**src/rtl/my_gates_bist.sv**
```systemverilog
// Built-in self-test for the seven-output gate bank: sweeps all eight {in1,in2,sel}
// vectors, compares each response with a golden model and reports the outcome.
`timescale 1ns/1ps

module my_gates_bist #(
    parameter int SETTLE = 1,
    parameter int ERR_W  = 4
) (
    input  logic             clk,
    input  logic             rst,
    input  logic             start,
    output logic             drv_in1,
    output logic             drv_in2,
    output logic             drv_sel,
    input  logic             obs_not,
    input  logic             obs_and,
    input  logic             obs_or,
    input  logic             obs_xor,
    input  logic             obs_mux,
    input  logic             obs_dmux1,
    input  logic             obs_dmux2,
    output logic             busy,
    output logic             done,
    output logic             pass,
    output logic [ERR_W-1:0] err_count,
    output logic [2:0]       fail_vec,
    output logic [6:0]       fail_mask
);

    typedef enum logic [1:0] {
        IDLE  = 2'd0,
        APPLY = 2'd1,
        CHECK = 2'd2,
        DONE  = 2'd3
    } state_t;

    localparam logic [3:0]       SETTLE_L = 4'(SETTLE);
    localparam logic [ERR_W-1:0] ERR_MAX  = '1;

    state_t           state, state_next;
    logic [2:0]       idx, idx_next;
    logic [3:0]       settle_cnt, settle_next;
    logic [ERR_W-1:0] err_next;
    logic [2:0]       fvec_next;
    logic [6:0]       fmask_next;

    logic [6:0] golden;
    logic [6:0] observed;
    logic [6:0] mismatch;

    // The stimulus is the vector index itself, so it only moves when idx is re-registered.
    assign drv_in1 = idx[2];
    assign drv_in2 = idx[1];
    assign drv_sel = idx[0];

    always_comb begin
        golden = {~drv_in1,
                  drv_in1 & drv_in2,
                  drv_in1 | drv_in2,
                  drv_in1 ^ drv_in2,
                  drv_sel ? drv_in2 : drv_in1,
                  drv_sel ? 1'b0 : drv_in1,
                  drv_sel ? drv_in1 : 1'b0};
    end

    assign observed = {obs_not, obs_and, obs_or, obs_xor, obs_mux, obs_dmux1, obs_dmux2};
    assign mismatch = golden ^ observed;

    always_comb begin
        // NOTE: every next-value gets its default first, so no branch can infer a latch.
        state_next  = state;
        idx_next    = idx;
        settle_next = settle_cnt;
        err_next    = err_count;
        fvec_next   = fail_vec;
        fmask_next  = fail_mask;
        unique case (state)
            IDLE, DONE: begin
                if (start) begin
                    state_next  = APPLY;
                    idx_next    = 3'd0;
                    settle_next = SETTLE_L;
                    err_next    = '0;
                    fvec_next   = 3'd0;
                    fmask_next  = 7'd0;
                end
            end
            APPLY: begin
                settle_next = settle_cnt - 4'd1;
                if (settle_cnt <= 4'd1) begin
                    state_next = CHECK;
                end
            end
            CHECK: begin
                if (|mismatch) begin
                    if (err_count != ERR_MAX) begin
                        err_next = err_count + ERR_W'(1);
                    end
                    // A saturating counter never returns to zero, so zero marks "no failure yet".
                    if (err_count == '0) begin
                        fvec_next  = idx;
                        fmask_next = mismatch;
                    end
                end
                if (idx == 3'd7) begin
                    state_next = DONE;
                end else begin
                    idx_next    = idx + 3'd1;
                    settle_next = SETTLE_L;
                    state_next  = APPLY;
                end
            end
            default: state_next = IDLE;
        endcase
    end

    // NOTE: all state registers use non-blocking assignment so every flop sees pre-edge values.
    always_ff @(posedge clk or posedge rst) begin
        if (rst) begin
            state      <= IDLE;
            idx        <= 3'd0;
            settle_cnt <= 4'd0;
            err_count  <= '0;
            fail_vec   <= 3'd0;
            fail_mask  <= 7'd0;
        end else begin
            state      <= state_next;
            idx        <= idx_next;
            settle_cnt <= settle_next;
            err_count  <= err_next;
            fail_vec   <= fvec_next;
            fail_mask  <= fmask_next;
        end
    end

    assign busy = (state == APPLY) || (state == CHECK);
    assign done = (state == DONE);
    assign pass = (state == DONE) && (err_count == '0);

endmodule
```
**config.mk**
```make
export PLATFORM = sky130hd
export DESIGN_NAME = my_gates_bist
export DESIGN_NICKNAME = d
export VERILOG_FILES = /design/src/rtl/my_gates_bist.sv
export SDC_FILE = /design/constraint.sdc
export NUM_CORES = 1
export LEC_CHECK = 0
export ABC_CLOCK_PERIOD_IN_PS = 4330
export CAP_MARGIN = 15
export CORE_MARGIN = 2
export CORE_UTILIZATION = 54
export CTS_CLUSTER_DIAMETER = 40
export DETAILED_ROUTE_END_ITERATION = 8
export PLACE_DENSITY = 0.92
export SYNTH_ARGS = -nofsm -noshare
export SYNTH_HDL_FRONTEND = slang
export SYNTH_SLANG_ARGS = --single-unit
```
**constraint.sdc**
```tcl
create_clock -name clk -period 4.33 [get_ports clk]
set_input_delay 1.0825 -clock clk [delete_from_list [all_inputs] [get_ports clk]]
set_output_delay 1.0825 -clock clk [all_outputs]
set_load 0.02 [all_outputs]
```
After elaboration in Yosys (flattened, before gate mapping) --
Cells that the tools add are included.
Storage, ports and cells: register bits after elaboration 23, bits of input ports 10, output and inout bits 20, logic and storage cells 62
Operators by class: $add $sub $neg 3, $lt $le $gt $ge 1, eq/ne operators 11, mux-type cells 24, bitwise gates (word level) 5, reductions and logical operators 12
Operator list (number):
- 7-bit two-way mux | 3
- 4-bit two-way mux | 5
- 7-bit case mux with 2 select lines | 1
- 3-bit two-way mux | 4
- 2-bit != test (second input constant) | 6
- 3-bit case mux with 2 select lines | 2
- 4-bit case mux with 3 select lines | 1
- 4-bit case mux with 2 select lines | 1
- 4-bit AND reduction | 2
- 7-bit OR reduction | 1
- 7-bit bitwise XOR | 1
- 2-bit two-way mux | 3
- 2-bit case mux with 3 select lines | 1
- 4-bit by 1-bit adder with 4-bit output (second input constant) | 1
- 2-bit equality test (second input constant) | 2
- 4-bit by 1-bit <= comparator with 1-bit output (second input constant) | 1
- 4-bit zero test | 1
- 4-bit != test (second input constant) | 1
- 2-bit AND reduction | 2
- 4-bit by 1-bit subtractor with 4-bit output (second input constant) | 1
- 3-bit by 1-bit adder with 3-bit output (second input constant) | 1
- 3-bit equality test (second input constant) | 1
- 1-bit two-way mux | 3
- 3-bit AND reduction | 1
- 10 further kinds | 10

Depth between registers and ports, before layout --
Gate-level depths: netlist of the first run.
depth in word-level cells 5, gate-level depth with buffers 8, gate-level depth less buffers 7

Worst setup path after synthesis of the first run --
OpenSTA, ideal clock, no wires.
path kind in2reg, from in obs_dmux2, to reg fail_mask[0], setup time 125 ps, arrival 2226 ps, required time 4205 ps, setup slack 1979 ps, cell stages on the path 5, cells stage by stage or3b_1 > a21oi_1 > o211ai_2 > nand2_2 > mux2_2
Between the ends: longest elaborated chain between the ends 4
RTL lines:
- start: declaration | RTL line 21 | input logic obs_dmux2,
- 7-bit bitwise XOR * | RTL line 67 | assign mismatch = golden ^ observed;
- 7-bit OR reduction / 7-bit two-way mux (equally long branches) | RTL line 95, 100
- 2-bit != test (no source line) / 7-bit two-way mux (equally long branches)
- 4-bit AND reduction (no source line) / 7-bit case mux with 2 select lines (equally long branches)
- end signal: assignment | RTL line 132 | fail_mask <= fmask_next;
- end: declaration | RTL line 27 | output logic [6:0] fail_mask
Mark *: on every way between the ends. The rest lies on a longest branch, timed or not. The select of a mux whose other input is x is not followed. A chain may end at the register's enable or synchronous reset.

Worst setup path after layout of the first run --
from reg state[0], to out busy
Between the ends: longest elaborated chain between the ends 2
RTL lines:
- start: declaration | RTL line 40 | state_t state, state_next;
- start signal: assignment | RTL line 127 | state <= state_next;
- 2-bit by 1-bit equality test with 1-bit output / 2-bit equality test (equally long branches) | RTL line 136 | assign busy = (state == APPLY) || (state == CHECK);
- 1-bit logical OR * | RTL line 136
- end: declaration | RTL line 22 | output logic busy,
Mark *: on every way between the ends. The rest lies on a longest branch, timed or not.

==> results.md, run 1 <==
* Status: completed
* CP delay by family, top: buffers and inverters
* Vias at between 1000 and 1500
* Clock sink count at 23
* Clock slew at reported path FFs at 0.12 ns
* Final instance area at 1720 um^2
* CP Max Fanout at 6
* Clock tree buffer depth at 2
* Share of the synthesized area in the top cell type at 41.2%
* CP Class: reg2out
* Slew Limit Fails at 0
* Io pins at 30
* Synth Warn # at 0
* Drt wl/cell at 15.1 um
* Final critical-path share of the clock period at about two thirds
* Total power at 972 uW
* Clock Root Buffer: clkbuf_4
* Top post-synthesis cells by area: dfrtp_1, ha_1, a21bo_2, xor2_1, mux2_2
* Chip Width at roughly 55 um
* Number of synthesized register bits at 23
* Die span in y at 54.9 um
* Arrival @ worst endpoint at 1.89 ns
* Flop2flop setup slack at 1.49 ns
* First-pass GRT wire length at roughly 4900 um
* Count leader, synth: dfrtp_1
* Vias per inst at 5.76
* Met1 global-route usage at 27.9%
* Drt pass-1 iters at 4
* Final hold violations at 0
* Htree depth at 1
* Fill count at 200
* FF-to-FF Start: state[0]$_DFFE_PP0P_
* Hold Slack at 0.506 ns
* Syn Nets at 164
* NumNets Final at 194
* Initial core utilization at 56.9%
* Met3 usage at between 3 and 4%
* Comb power frac at 55.7%
* Die ar. at 3010 um^2
* DRT iter0 DRCs at 17
* Fin worst setup slack at 1.36 ns
* Final worst path period need at 2.97 ns
* Post-synth top area cell: dfrtp_1
* Initial antenna violation count at 0
* Hold crit path type: reg2reg
* Pin count of the biggest net entering global routing at 24
* Pwr/cell area at 564 nW/um^2
* CP max stage cell: clkdlybuf4s50_1
* Maxcap violations at 0
* Main synth FF type: dfrtp_1
* Synthesis-to-layout area growth at 23.2%
* Total routed wirelength at a little over 3000 um
* Final setup fails at 0
* Synth Cell Area at ~1400 um^2
* Peak VDD IR at 0.383 mV
* Slew margin rel. at between 40 and 50%
* Critical path buffers and inverters at 3
* GRT Total Usage at between 20% and 30%
* CP startpoint kind: flop
* Hold Buf Count CTS at 0
* Port bufs at 29
* Synth Instances at 142
* Pre-CTS setup slack at 1.16 ns
* DRC at 0
* Final setup TNS at 0 ns
* Antenna-violating nets left at 0
* Met2 Usage GRT at 41.3%
* Fmax at 0.337 GHz
* CTS buffer count at 3
* Most used routing layer: met2
* Global route overflow at 0
* Post-DP HPWL at around 2400 um
* Postcts setup bufs at 0
* Vias in the first global route at roughly 1100
* Sequential cell fraction of total power at 34.1%
* Crit. End Element: output port
* Leak pwr at 0.798 nW
* Core box area at between 2000 and 2500 um^2
* Critical Path RT at 3.25 ns
* Post-Syn Area per Cell at between 9 and 10 um^2
* TritonCTS clock tree: done
* RSZ-0062 raised after global routing: no
* Skew final at 0.00137 ns
* Share of cells above drive strength 1 at 10.5%
* CP cell instances: inv_1 -> ha_1 -> inv_1 -> clkdlybuf4s50_1
* CP peak stage delay at 0.61 ns
* Slew @ Worst Pin at 0.862 ns
* Placed Area at around 1700 um^2
* # diodes at 0
* Int Pwr at approximately 550 uW
* Post-synth cell types at 35
* Clk network pwr share at 10.2%
* Sw frac at 43.6%
* EDFF count, synth at 0
* Most frequent cells after synthesis: dfrtp_1, ha_1, inv_1, nor2_1, nand2_1
* Num rows at 18
* Worst hold start: fail_vec[0]$_DFFE_PP0P_
* Most Frequent Cell on Critical Path: inv_1
* Post-CTS sizing at 0
* Asr flop ratio synth at 100%
* CP Launch Point: state[0]$_DFFE_PP0P_
* Post-synthesis sequential area ratio at 41.2%
* Psw at 424 uW
* Worst skew pair latency at between 0.3 and 0.4 ns
* Routability congestion estimate at 0.871
[sequential cells by signal, summed over array words and instances (netlist names)]
register    flops
settle_cnt      4
fail_vec        3
idx             3
err_count       4
fail_mask       7
state           2
[worst paths after layout]
path | end | depth (start not counted)
min reg2reg | fail_vec[0]$_DFFE_PP0P_ | 1
min | fail_vec[0]$_DFFE_PP0P_ | 1
max | busy | 4
max in group asynchronous | fail_mask[3]$_DFFE_PP0P_ | 2
min in group asynchronous | fail_mask[6]$_DFFE_PP0P_ | 2
max reg2reg | fail_mask[0]$_DFFE_PP0P_ | 7
[layout by cell type (no fill, tap or decap), types with 6 or more instances in the layout]
cell	Yosys	final
a21bo_2	6	6
a21oi_1	7	7
clkdlybuf4s50_1	0	29
dfrtp_1	23	23
ha_1	12	12
inv_1	11	11
nand2_1	10	10
nand4_1	7	7
nor2_1	11	11
o21ai_0	8	8
xor2_1	6	6
[logic make-up after synthesis]
logic type               share of synthesized area [%]
buffers and inverters                             5.10
flip-flops                                        41.2
AO/OA/AOI/OAI                                     17.2
XOR/XNOR                                          5.01
AND/OR/NAND/NOR                                   16.8
multiplexers                                      3.94
adder cells (fa/ha/maj)                           10.7
[worst register-to-register path, delay by kind of cell (launching register included)]
family,cells,cell delay (ns)
AO/OA/AOI/OAI,1,0.30
adder cells (fa/ha/maj),1,0.65
buffers and inverters,2,0.32
flip-flops,1,0.45
multiplexers,1,0.36
AND/OR/NAND/NOR,2,0.66
[per-stage QoR]
step,cells,utilization [%]
after global routing,201,70.1
final,201,70.1
after floorplan,142,-
after detailed placement,197,69.1
after CTS,201,70.1
after global placement,197,69.1
[cell type report]
type / count / area (um^2) / area share [%]
Timing Repair Buffer: 29 / 290 / 16.9
Multi-Input combinational cell: 104 / 751 / 43.6
Tap cell: 30 / 37.5 / 2.18
Inverter: 11 / 41.3 / 2.40
Clock buffer: 4 / 26.3 / 1.53
Sequential cell: 23 / 576 / 33.4
[power groups by stage]
stage	clock network (mW)	logic (mW)	registers (mW)
floorplan	0	0.321	0.368
global placement	0	0.513	0.330
global route	0.114	0.604	0.340
CTS	0.101	0.544	0.331
detailed placement	0	0.541	0.336
finish	0.0988	0.541	0.331
[per-layer routing]
metal	share of wire (%)	wire length (um)	vias to the layer above
met1	39	1190	557
met3	4.7	141	6
li1	-	-	557
met2	54	1650	37
met5	0	0	-
met4	1.5	46	0
No activity file was read; power rests on OpenSTA's default activity.
==> inputs of run 2 (changes only) <==
==> config.mk (replaced) <==
export PLATFORM = sky130hd
export DESIGN_NAME = my_gates_bist
export DESIGN_NICKNAME = d
export VERILOG_FILES = /design/src/rtl/my_gates_bist.sv
export SDC_FILE = /design/constraint.sdc
export NUM_CORES = 1
export LEC_CHECK = 0
export ABC_CLOCK_PERIOD_IN_PS = 2500
export CAP_MARGIN = 15
export CORE_MARGIN = 2
export CORE_UTILIZATION = 45
export CTS_CLUSTER_DIAMETER = 40
export DETAILED_ROUTE_END_ITERATION = 8
export PLACE_DENSITY = 0.83
export SYNTH_ARGS = -nofsm -noshare
export SYNTH_HDL_FRONTEND = slang
export SYNTH_SLANG_ARGS = --single-unit
==> constraint.sdc (replaced) <==
create_clock -name clk -period 2.5 [get_ports clk]
set_input_delay 0.625 -clock clk [delete_from_list [all_inputs] [get_ports clk]]
set_output_delay 0.625 -clock clk [all_outputs]
set_load 0.02 [all_outputs]
==> run 2 against run 1 <==
Net effect:
- routed wire length increased by 0.96%
- non-clock buffer count increased by 10
- combinational power increased by 84%
- clock power increased by 72%
- die area increased by 18%
- clock-buffer cell count decreased by 1
- largest cell class unchanged
- cell count increased by 6.5%
==> results.md, run 2 (same netlist as run 1, synthesis figures left out) <==
* CP Max Fanout at 6 (unchanged)
* Skew final at 0.0134 ns (was 0.00137 ns)
* Total routed wirelength at 3060 um (was 3030 um)
* Clock sink count at 23 (unchanged)
* Max reg flops at 7 (unchanged)
* Regs by FF count: fail_mask (7), err_count (4), settle_cnt (4) (unchanged)
* Clock Root Buffer: clkbuf_4 (unchanged)
* Slew margin rel. at 73.9% (was 42.5%)
* R2R cell count at 8 (was 7)
* Fmax at 0.443 GHz
* Most common cell after layout, fill and taps aside: clkdlybuf4s50_1 (unchanged)
* Drt wl/cell at 14.3 um (was 15.1 um)
* Critical Path RT at 1.88 ns (was 3.25 ns)
* Post-route insts no fill at 214 (was 201)
* Final worst path period need at ~2.3 ns
* Core box area at 3000 um^2 (was 2450 um^2)
* DRC at 0 (unchanged)
* Crit. End Element: output port (unchanged)
* Post-CTS sizing at 1 (was 0)
* GRT Total Usage at 19.7% (was 23.6%)
* Hold Slack at 0.507 ns (was 0.506 ns)
* Die span in y at 59.7 um (was 54.9 um)
* Num rows at 20 (was 18)
* CTS buffer count at 3 (unchanged)
* Maxcap violations at 0 (unchanged)
* Final critical-path share of the clock period at between 90 and 100%
* First-pass GRT wire length at 5330 um (was 4930 um)
* Worst skew pair latency at 0.32 ns (was 0.31 ns)
* Routability congestion estimate at 0.818 (was 0.871)
* Initial core utilization at 46.5% (was 56.9%)
* Htree depth at 1 (unchanged)
* Pwr/cell area at 965 nW/um^2 (was 564 nW/um^2)
* # diodes at 0 (unchanged)
* Pin count of the biggest net entering global routing at 24 (unchanged)
* Post-DP HPWL at 2330 um (was 2380 um)
* Chip Width at 59.7 um (was 54.9 um)
* Final setup TNS at 0 ns (unchanged)
* Most frequent cells in the layout: clkdlybuf4s50_1, dfrtp_1, ha_1 (unchanged)
* Arrival @ worst endpoint at 1.63 ns (was 1.89 ns)
* Slew @ Worst Pin at 0.388 ns (was 0.862 ns)
* Slew Limit Fails at 0 (unchanged)
* Leak pwr at 0.867 nW (was 0.798 nW)
* Clock slew at reported path FFs at 0.13 ns (was 0.12 ns)
* Fill count at 249 (was 200)
* Hold crit path type: reg2reg (unchanged)
* Status: completed (unchanged)
* Vias at 1191 (was 1157)
* NumNets Final at 204 (was 194)
* DRT iter0 DRCs at 53 (was 17)
* Final setup fails at 0 (unchanged)
* Port bufs at 29 (unchanged)
* Die ar. at 3570 um^2 (was 3010 um^2)
* Vias in the first global route at 1186 (was 1104)
* Worst Hold Path Cells at 1 (unchanged)
* Global route overflow at 0 (unchanged)
* Synthesis-to-layout area growth at 29.0% (was 23.2%)
* TritonCTS clock tree: done (unchanged)
* Share of cells above drive strength 1 at 16.0% (was 10.5%)
* Initial antenna violation count at 0 (unchanged)
* Clock tree buffer depth at 2 (unchanged)
* Reg with most FFs: fail_mask (unchanged)
* Peak VDD IR at 0.470 mV (was 0.383 mV)
* Final hold violations at 0 (unchanged)
* Vias per inst at 5.57 (was 5.76)
* Antenna-violating nets left at 0 (unchanged)
* Hold Buf Count CTS at 0 (unchanged)
* CP Class: reg2out (unchanged)
* Drt pass-1 iters at 4 (unchanged)
* RSZ-0062 raised after global routing: no (unchanged)
* Io pins at 30 (unchanged)
* CP startpoint kind: flop (unchanged)
* Postcts setup bufs at 0 (unchanged)
* Dpl cells at 210 (was 197)
## run 2: cell types whose count changed in the layout (fill, tap and decap cells not counted), sizes merged
| cell | before | now |
|---|---|---|
| buf | 0 | 10 |
| clkinv | 0 | 1 |
| dlymetal6s2s | 0 | 1 |
| clkdlybuf4s50 | 29 | 27 |
| dlygate4sd2 | 0 | 1 |
| clkbuf | 4 | 3 |
## run 2: metrics by stage
| step | utilization [%] | setup slack [ns] | power (mW) | instance area [um^2] |
|---|---|---|---|---|
| after floorplan | - | 0.299 | 1.19 | 1400 |
| after global placement | 59.1 | 0.120 | 1.54 | 1770 |
| after detailed placement | 59.1 | 0.121 | 1.58 | 1770 |
| after CTS | 60.0 | 0.0885 | 1.75 | 1800 |
| after global routing | 60.0 | 0.119 | 1.89 | 1800 |
| final | 60.0 | 0.241 | 1.74 | 1800 |
## run 2: layout make-up
type | count | area (um^2) | share of cell area [%]
inverters | 11 | 41.3 | 2.29
clock inverters | 1 | 5.00 | 0.278
well taps | 33 | 41.3 | 2.29
clock buffers | 3 | 22.5 | 1.25
flip-flops and latches | 23 | 576 | 31.9
multi-input cells | 104 | 751 | 41.6
repair buffers | 39 | 367 | 20.3
## run 2: path summary, 6_finish.rpt
kind / start / end / slack, ns
max: state[0]$_DFFE_PP0P_ / busy / 0.24
min: fail_vec[1]$_DFFE_PP0P_ / fail_vec[1]$_DFFE_PP0P_ / 0.51
max reg2reg: idx[1]$_DFFE_PP0P_ / err_count[1]$_DFFE_PP0P_ / 0.34
max in group asynchronous: rst / idx[1]$_DFFE_PP0P_ / 1.63
min reg2reg: fail_vec[1]$_DFFE_PP0P_ / fail_vec[1]$_DFFE_PP0P_ / 0.51
min in group asynchronous: rst / state[0]$_DFFE_PP0P_ / 0.62
## run 2: power breakdown
part | internal [mW] | leakage (nW) | switching (mW)
sequential | 0.477 | 0.310 | 0.0950
clock | 0.0598 | 0.0177 | 0.111
combinational | 0.454 | 0.540 | 0.544
## run 2: metal layers
metal | part of all wire (%) | up-vias | track usage, %
li1 | - | 577 | -
met1 | 44 | 566 | 24.8
met2 | 50 | 41 | 34.9
met3 | 4.2 | 7 | 2.81
met4 | 1.5 | 0 | 5.71
met5 | 0 | - | 0
## run 2: worst max-delay path, cell delays in order, from the launching register on
cell,delay (ns)
dfrtp_1,0.43
inv_1,0.06
ha_1,0.35
inv_1,0.12
dlygate4sd2_1,0.34
